[src/rtl/mdu_iter_pkg.sv]
// Shared opcodes, FSM state type and sizing helper for the iterative multiply/divide unit.
package mdu_iter_pkg;

  localparam logic [3:0] MDU_NONE  = 4'd0;
  localparam logic [3:0] MDU_MULT  = 4'd1;
  localparam logic [3:0] MDU_MULTU = 4'd2;
  localparam logic [3:0] MDU_DIV   = 4'd3;
  localparam logic [3:0] MDU_DIVU  = 4'd4;
  localparam logic [3:0] MDU_MFHI  = 4'd5;
  localparam logic [3:0] MDU_MFLO  = 4'd6;
  localparam logic [3:0] MDU_MTHI  = 4'd7;
  localparam logic [3:0] MDU_MTLO  = 4'd8;
  localparam logic [3:0] MDU_MADD  = 4'd9;
  localparam logic [3:0] MDU_MADDU = 4'd10;
  localparam logic [3:0] MDU_MSUB  = 4'd11;
  localparam logic [3:0] MDU_MSUBU = 4'd12;

  typedef enum logic [1:0] {
    S_IDLE     = 2'd0,
    S_MUL      = 2'd1,
    S_DIV_ITER = 2'd2,
    S_DIV_FIX  = 2'd3
  } mdu_state_t;

  function automatic int max_int(input int a, input int b);
    return (a > b) ? a : b;
  endfunction

endpackage

[src/rtl/mdu_iter_if.sv]
// E-stage issue bus of the multiply/divide unit.
// Handshake: an op is taken at a rising edge when start=1, cancel=0 and busy=0;
// the issuer must never raise start while busy=1 (stall keeps the op in D).
interface mdu_iter_if #(parameter int WIDTH = 32);
  logic             start;
  logic             cancel;
  logic [3:0]       op;
  logic [WIDTH-1:0] rs;
  logic [WIDTH-1:0] rt;
  logic             busy;
  logic [WIDTH-1:0] out;

  modport master (output start, cancel, op, rs, rt, input busy, out);
  modport slave  (input start, cancel, op, rs, rt, output busy, out);
endinterface

[src/rtl/mdu_div_step.sv]
// One radix-2 restoring division iteration on unsigned magnitudes.
module mdu_div_step #(
    parameter int WIDTH = 32
) (
    input  logic [WIDTH-1:0] rem_in,
    input  logic             bit_in,
    input  logic [WIDTH-1:0] divisor,
    output logic [WIDTH-1:0] rem_out,
    output logic             q_bit
);
    logic [WIDTH:0] shifted;
    logic [WIDTH:0] diff;

    // rem_in < divisor always holds, so the trial difference fits in WIDTH+1 bits.
    always_comb begin
        shifted = {rem_in, bit_in};
        diff    = shifted - {1'b0, divisor};
        q_bit   = ~diff[WIDTH];
        rem_out = q_bit ? diff[WIDTH-1:0] : shifted[WIDTH-1:0];
    end
endmodule

[src/rtl/mdu_iter.sv]
// Multi-cycle multiply/divide unit with HI/LO; bit-serial divider, fixed-latency multiply.
// Optional multiply-accumulate (MADD/MADDU/MSUB/MSUBU) is built when MDU_MACC_EN is defined.
module mdu_iter
    import mdu_iter_pkg::*;
#(
    parameter int WIDTH   = 32,
    parameter int MUL_LAT = 5
) (
    input  logic       clk,
    input  logic       reset,
    mdu_iter_if.slave  bus,
    output mdu_state_t dbg_state
);
    localparam int CW = $clog2(max_int(MUL_LAT, WIDTH) + 1);

    mdu_state_t         state_q, state_d;
    logic [CW-1:0]      cnt_q;
    logic [WIDTH-1:0]   hi_q, lo_q;
    logic [2*WIDTH-1:0] res_q;
    logic [WIDTH-1:0]   rem_q, dvd_q, dsr_q;
    logic               sign_q_q, sign_r_q, dz_q;

    logic               accept, is_mul, mul_signed;
    logic [2*WIDTH-1:0] op_a, op_b, prod;
    logic [WIDTH-1:0]   step_rem;
    logic               step_q;
    logic               neg_rs, neg_rt;

    assign accept    = bus.start && !bus.cancel && (state_q == S_IDLE);
    assign bus.busy  = (state_q != S_IDLE);
    assign bus.out   = (bus.op == MDU_MFHI) ? hi_q : lo_q;
    assign dbg_state = state_q;

    always_comb begin
        is_mul     = (bus.op == MDU_MULT) || (bus.op == MDU_MULTU);
`ifdef MDU_MACC_EN
        is_mul     = is_mul || (bus.op == MDU_MADD) || (bus.op == MDU_MADDU) ||
                     (bus.op == MDU_MSUB) || (bus.op == MDU_MSUBU);
`endif
        mul_signed = (bus.op == MDU_MULT) || (bus.op == MDU_MADD) || (bus.op == MDU_MSUB);
        op_a       = mul_signed ? {{WIDTH{bus.rs[WIDTH-1]}}, bus.rs} : {{WIDTH{1'b0}}, bus.rs};
        op_b       = mul_signed ? {{WIDTH{bus.rt[WIDTH-1]}}, bus.rt} : {{WIDTH{1'b0}}, bus.rt};
        prod       = op_a * op_b;
        neg_rs     = (bus.op == MDU_DIV) && bus.rs[WIDTH-1];
        neg_rt     = (bus.op == MDU_DIV) && bus.rt[WIDTH-1];
    end

    mdu_div_step #(.WIDTH(WIDTH)) u_step (
        .rem_in  (rem_q),
        .bit_in  (dvd_q[WIDTH-1]),
        .divisor (dsr_q),
        .rem_out (step_rem),
        .q_bit   (step_q)
    );

    always_ff @(posedge clk or negedge reset) begin
        if (!reset) state_q <= S_IDLE;
        else        state_q <= state_d;
    end

    always_comb begin
        state_d = state_q;
        case (state_q)
            S_IDLE: begin
                if (accept && is_mul) state_d = S_MUL;
                else if (accept && ((bus.op == MDU_DIV) || (bus.op == MDU_DIVU)))
                    state_d = S_DIV_ITER;
            end
            S_MUL:      if (cnt_q == CW'(1)) state_d = S_IDLE;
            S_DIV_ITER: if (cnt_q == CW'(1)) state_d = S_DIV_FIX;
            S_DIV_FIX:  state_d = S_IDLE;
            default:    state_d = S_IDLE;
        endcase
    end

    always_ff @(posedge clk or negedge reset) begin
        if (!reset) begin
            cnt_q    <= '0;
            hi_q     <= '0;
            lo_q     <= '0;
            res_q    <= '0;
            rem_q    <= '0;
            dvd_q    <= '0;
            dsr_q    <= '0;
            sign_q_q <= 1'b0;
            sign_r_q <= 1'b0;
            dz_q     <= 1'b0;
        end else begin
            case (state_q)
                S_IDLE: if (accept) begin
                    case (bus.op)
                        MDU_MTHI: hi_q <= bus.rs;
                        MDU_MTLO: lo_q <= bus.rs;
                        MDU_MULT, MDU_MULTU: begin
                            res_q <= prod;
                            cnt_q <= CW'(MUL_LAT);
                        end
`ifdef MDU_MACC_EN
                        MDU_MADD, MDU_MADDU: begin
                            res_q <= {hi_q, lo_q} + prod;
                            cnt_q <= CW'(MUL_LAT);
                        end
                        MDU_MSUB, MDU_MSUBU: begin
                            res_q <= {hi_q, lo_q} - prod;
                            cnt_q <= CW'(MUL_LAT);
                        end
`endif
                        MDU_DIV, MDU_DIVU: begin
                            rem_q    <= '0;
                            dvd_q    <= neg_rs ? -bus.rs : bus.rs;
                            dsr_q    <= neg_rt ? -bus.rt : bus.rt;
                            sign_q_q <= neg_rs ^ neg_rt;
                            sign_r_q <= neg_rs;
                            dz_q     <= (bus.rt == '0);
                            cnt_q    <= CW'(WIDTH);
                        end
                        default: ;
                    endcase
                end
                S_MUL: begin
                    cnt_q <= cnt_q - CW'(1);
                    if (cnt_q == CW'(1)) {hi_q, lo_q} <= res_q;
                end
                S_DIV_ITER: begin
                    rem_q <= step_rem;
                    dvd_q <= {dvd_q[WIDTH-2:0], step_q};
                    cnt_q <= cnt_q - CW'(1);
                end
                S_DIV_FIX: begin
                    // Divide by zero leaves rem=|rs|, so restoring its sign yields rs in HI.
                    hi_q <= sign_r_q ? -rem_q : rem_q;
                    lo_q <= dz_q ? '1 : (sign_q_q ? -dvd_q : dvd_q);
                end
                default: ;
            endcase
        end
    end

    a_no_start_busy: assert property (@(posedge clk) disable iff (!reset) !(bus.start && bus.busy))
        else $error("start raised while busy");
endmodule

[src/flat_wrapper.sv]
// flat-port wrapper written by rule: the top's interface ports become plain ports
module mdu_iter_flat import mdu_iter_pkg::*;
#(
    parameter int WIDTH   = 32,
    parameter int MUL_LAT = 5
)
  (clk, reset, dbg_state, bus_start, bus_cancel, bus_op, bus_rs, bus_rt, bus_busy, bus_out);
  mdu_iter_if #(.WIDTH(WIDTH)) bus_i ();
  input  logic clk;
  input  logic reset;
  output mdu_state_t dbg_state;
  input wire logic [$bits(bus_i.start)-1:0] bus_start;
  input wire logic [$bits(bus_i.cancel)-1:0] bus_cancel;
  input wire logic [$bits(bus_i.op)-1:0] bus_op;
  input wire logic [$bits(bus_i.rs)-1:0] bus_rs;
  input wire logic [$bits(bus_i.rt)-1:0] bus_rt;
  output wire logic [$bits(bus_i.busy)-1:0] bus_busy;
  output wire logic [$bits(bus_i.out)-1:0] bus_out;
  assign bus_i.start = bus_start;
  assign bus_i.cancel = bus_cancel;
  assign bus_i.op = bus_op;
  assign bus_i.rs = bus_rs;
  assign bus_i.rt = bus_rt;
  assign bus_busy = bus_i.busy;
  assign bus_out = bus_i.out;
  mdu_iter #(.WIDTH(WIDTH), .MUL_LAT(MUL_LAT)) u_core (.clk(clk), .reset(reset), .bus(bus_i), .dbg_state(dbg_state));
endmodule
[config.mk]
export PLATFORM = sky130hd
export DESIGN_NAME = mdu_iter_flat
export DESIGN_NICKNAME = d
export VERILOG_FILES = /design/src/rtl/mdu_iter_pkg.sv /design/src/rtl/mdu_iter_if.sv /design/src/rtl/mdu_div_step.sv /design/src/rtl/mdu_iter.sv /design/src/flat_wrapper.sv
export SDC_FILE = /design/constraint.sdc
export NUM_CORES = 2
export LEC_CHECK = 0
export BUFFER_PORTS_ARGS = -buffer_cell sky130_fd_sc_hd__buf_2
export CORE_ASPECT_RATIO = 0.8
export CORE_MARGIN = 2
export CORE_UTILIZATION = 40
export CTS_BUF_LIST = sky130_fd_sc_hd__clkbuf_16
export CTS_CLUSTER_SIZE = 28
export DETAILED_ROUTE_END_ITERATION = 6
export GPL_TIMING_DRIVEN = 0
export PLACE_DENSITY = 0.62
export SYNTH_ARGS = -nofsm -noshare
export SYNTH_HDL_FRONTEND = slang
export SYNTH_SLANG_ARGS = --single-unit
[constraint.sdc]
create_clock -name clk -period 3.8 [get_ports clk]
set_clock_uncertainty 0.05 [all_clocks]
set_input_delay 0.19 -clock clk [delete_from_list [all_inputs] [get_ports clk]]
set_output_delay 0.19 -clock clk [all_outputs]
set_load 0.02 [all_outputs]
==> metrics.txt <==
EDFF count, synth 0; Die Wd 445.8 um; Synth-to-Final Area Change 19.46%; crit path max-delay cell type fa_2; Initial Utilization 40.35%; Chip Height around 360 um; Ys Warns 0; Hold Crit Class in -> async; number of global-route vias before repair 53,750; cell area after synthesis roughly 62,000 um^2; final cycle utilization of the critical path 235.6%; WL met2 between 100,000 and 150,000 um; dpl hpwl ~220,000 um; via count just over 50,000; Tightest Pin Transition between 1 and 1.5 ns; r2r setup slk roughly 0.07 ns; post-synthesis register bit count 235; Remaining Overflow, GRT 0; Fmax approximately 110 MHz; failing checks design-rule violations, negative hold slack, negative setup slack; top fanout value on the critical path 6; DR WL/cell approximately 28 um; final instance area ~75,000 um^2; status finished with violations; IO Count between 100 and 150; cell count after synthesis 6,890; syn_area_per_cell a little over 9 um^2; number of max-cap violations 0; fillers roughly 15,000; CP Capture Type flip-flop; Seq/Total Area, Yosys under 10%; drt first pass iters 7; post-synthesis net count 8,735; GPL Wtd Cong between 1 and 1.5; final hold violation count 17; gr usage total between 30% and 40%; ANT nets after route 0; Worst Path Required around 4.2 ns; setup violators final 58; Arr. time, crit path slightly above 9 ns; DP Area approximately 68,000 um^2; largest net degree at the start of global routing ~110; 1st-iter DRT viols about 5,700; Root Driver clkbuf_16; RSZ-0062 raised after global routing true; Top Metal Used met5; Vias per Instance approximately 5.6; met3 WL about 32,000 um; floorplan row count ~130; synth top area cells fa_1 46%, inv_1 9.8%, dfrtp_1 9.4%; Die ar. 159,300 um^2; Final nets ~9,100; post-synth top area share roughly 46%; worst setup margin -5.154 ns; initial antenna violation count 32; Rel. slew slack between 30% and 40%; final slew viol count 0; CTS sink count 235; Min Clock Period, post-route 8.954 ns; clk buf depth 3; Hold WS -0.01124 ns; CTS tree yes; Startpoint Class input pin; first-pass GRT wire length 381,000 um; layout cells sized above 1 between 10% and 20%; H-tree lvl count 1; CTS Buf Count 27; Largest stage delay, worst path around 0.6 ns; crit-path most repeated cell fa_1; CTS clk-pin slew, worst paths 0.06 ns; Top FF cell, synth dfrtp_1; core area between 150,000 and 200,000 um^2; Setup CP Type in -> reg; Distinct cells, synth 80; reg2reg path depth 10; Post-synth ARST share 100.0%; # port buffers between 70 and 80; post-synth top area cell fa_1; DRC 2; clk_lat worst skew 0.58 ns; wl on met1 between 100,000 and 150,000 um; drt total wl about 260,000 um
flip-flops by register name (all words and copies together), names as in the netlist:
| register | cells |
|---|---|
| u_core.res_q | 64 |
| u_core.dsr_q | 32 |
| u_core.dvd_q | 32 |
| u_core.hi_q | 32 |
| u_core.lo_q | 32 |
| u_core.rem_q | 32 |
| u_core.cnt_q | 6 |
| u_core.dbg_state | 2 |
| u_core.dz_q | 1 |
| u_core.sign_q_q | 1 |
| u_core.sign_r_q | 1 |
layer usage:
metal / up-vias / track usage (%)
li1: 21360 / -
met1: 26850 / 45.40
met2: 2937 / 48.89
met3: 657 / 9.305
met4: 14 / 18.58
met5: - / 0
metrics by stage:
stage               worst slack (ns)  utilization [%]  std cells  setup TNS, ns
floorplan                     -4.784                -       6890        -194.70
global placement              -8.702            43.64       8993        -812.70
detailed placement            -7.803            43.72       8996        -329.83
CTS                           -5.041            47.16       9206        -205.14
global route                  -5.331            48.18       9294        -221.38
finish                        -5.154            48.20       9307        -209.86
cells in the final DEF, fill, tap and decap left out, types with 103 or more instances in the layout:
cell type | netlist | final
clkbuf_16 | 0 | 103
clkbuf_1 | 324 | 104
xnor2_1 | 185 | 155
fa_2 | 0 | 112
inv_1 | 1630 | 1531
ha_1 | 353 | 296
buf_4 | 0 | 229
o21ai_0 | 268 | 196
dfrtp_1 | 235 | 235
nand2_1 | 973 | 905
nor2_1 | 119 | 110
a21oi_1 | 208 | 162
and2_1 | 392 | 379
fa_1 | 1420 | 1308
worst max-delay path, delay by kind of cell:
kind,cells,cell delay [ns]
fa+ha+maj,11,5.42
simple gates,8,1.63
buf+inv,8,0.98
compound gates,5,0.85
xor+xnor,1,0.20
final timing paths:
| kind | from | endpoint |
|---|---|---|
| min in group clk | bus_rt[20] | u_core.dsr_q[20] |
| hold reg to reg | u_core.hi_q[25] | u_core.hi_q[25] |
| hold / removal | reset | u_core.dsr_q[16] |
| setup reg to reg | u_core.dbg_state[0] | u_core.dvd_q[4] |
| setup / recovery | bus_op[1] | u_core.res_q[63] |
| max in group asynchronous | reset | u_core.res_q[57] |
synth_stat cells, types with 63 or more instances:
| cell | number |
|---|---|
| and2_1 | 392 |
| buf_1 | 63 |
| nand2_1 | 973 |
| inv_1 | 1630 |
| ha_1 | 353 |
| a21o_1 | 63 |
| xnor2_1 | 185 |
| fa_1 | 1420 |
| clkbuf_1 | 324 |
| o21ai_0 | 268 |
| xor2_1 | 81 |
| dfrtp_1 | 235 |
| nor2_1 | 119 |
| a21oi_1 | 208 |
final cells by class:
type / instances / area (um^2) / share of cell area [%]
Timing Repair Buffer: 340 / 2998 / 4.018
Clock inverter: 18 / 203.9 / 0.2734
Tap cell: 2030 / 2540 / 3.405
Inverter: 1630 / 6136 / 8.225
Clock buffer: 27 / 675.6 / 0.9056
Antenna cell: 16 / 40.04 / 0.05367
Sequential cell: 235 / 5881 / 7.882
Multi-Input combinational cell: 4633 / 51680 / 69.27
Buffer: 378 / 4452 / 5.967
cell families after synthesis:
| logic type | Yosys count | share of synthesized area, % |
|---|---|---|
| buffers and inverters | 2022 | 12.17 |
| adder cells (fa/ha/maj) | 1776 | 52.64 |
| AND/OR/NAND/NOR | 1714 | 12.86 |
| AO/OA/AOI/OAI | 826 | 8.280 |
| XOR/XNOR | 267 | 3.756 |
| flip-flops | 235 | 9.416 |
| multiplexers | 50 | 0.8775 |
timing repair:
item	CTS	global route
buffers inserted	168	90
endpoints found under the setup margin	111	115
hold buffers	5	0
gates cloned	1	1
endpoints found under the hold margin	239	0
gates resized for setup	721	294
pin swaps	181	240
Power is left out: the tool's default activity adds up to more than one toggle a clock period on the data nets, which glitch-free logic cannot reach.
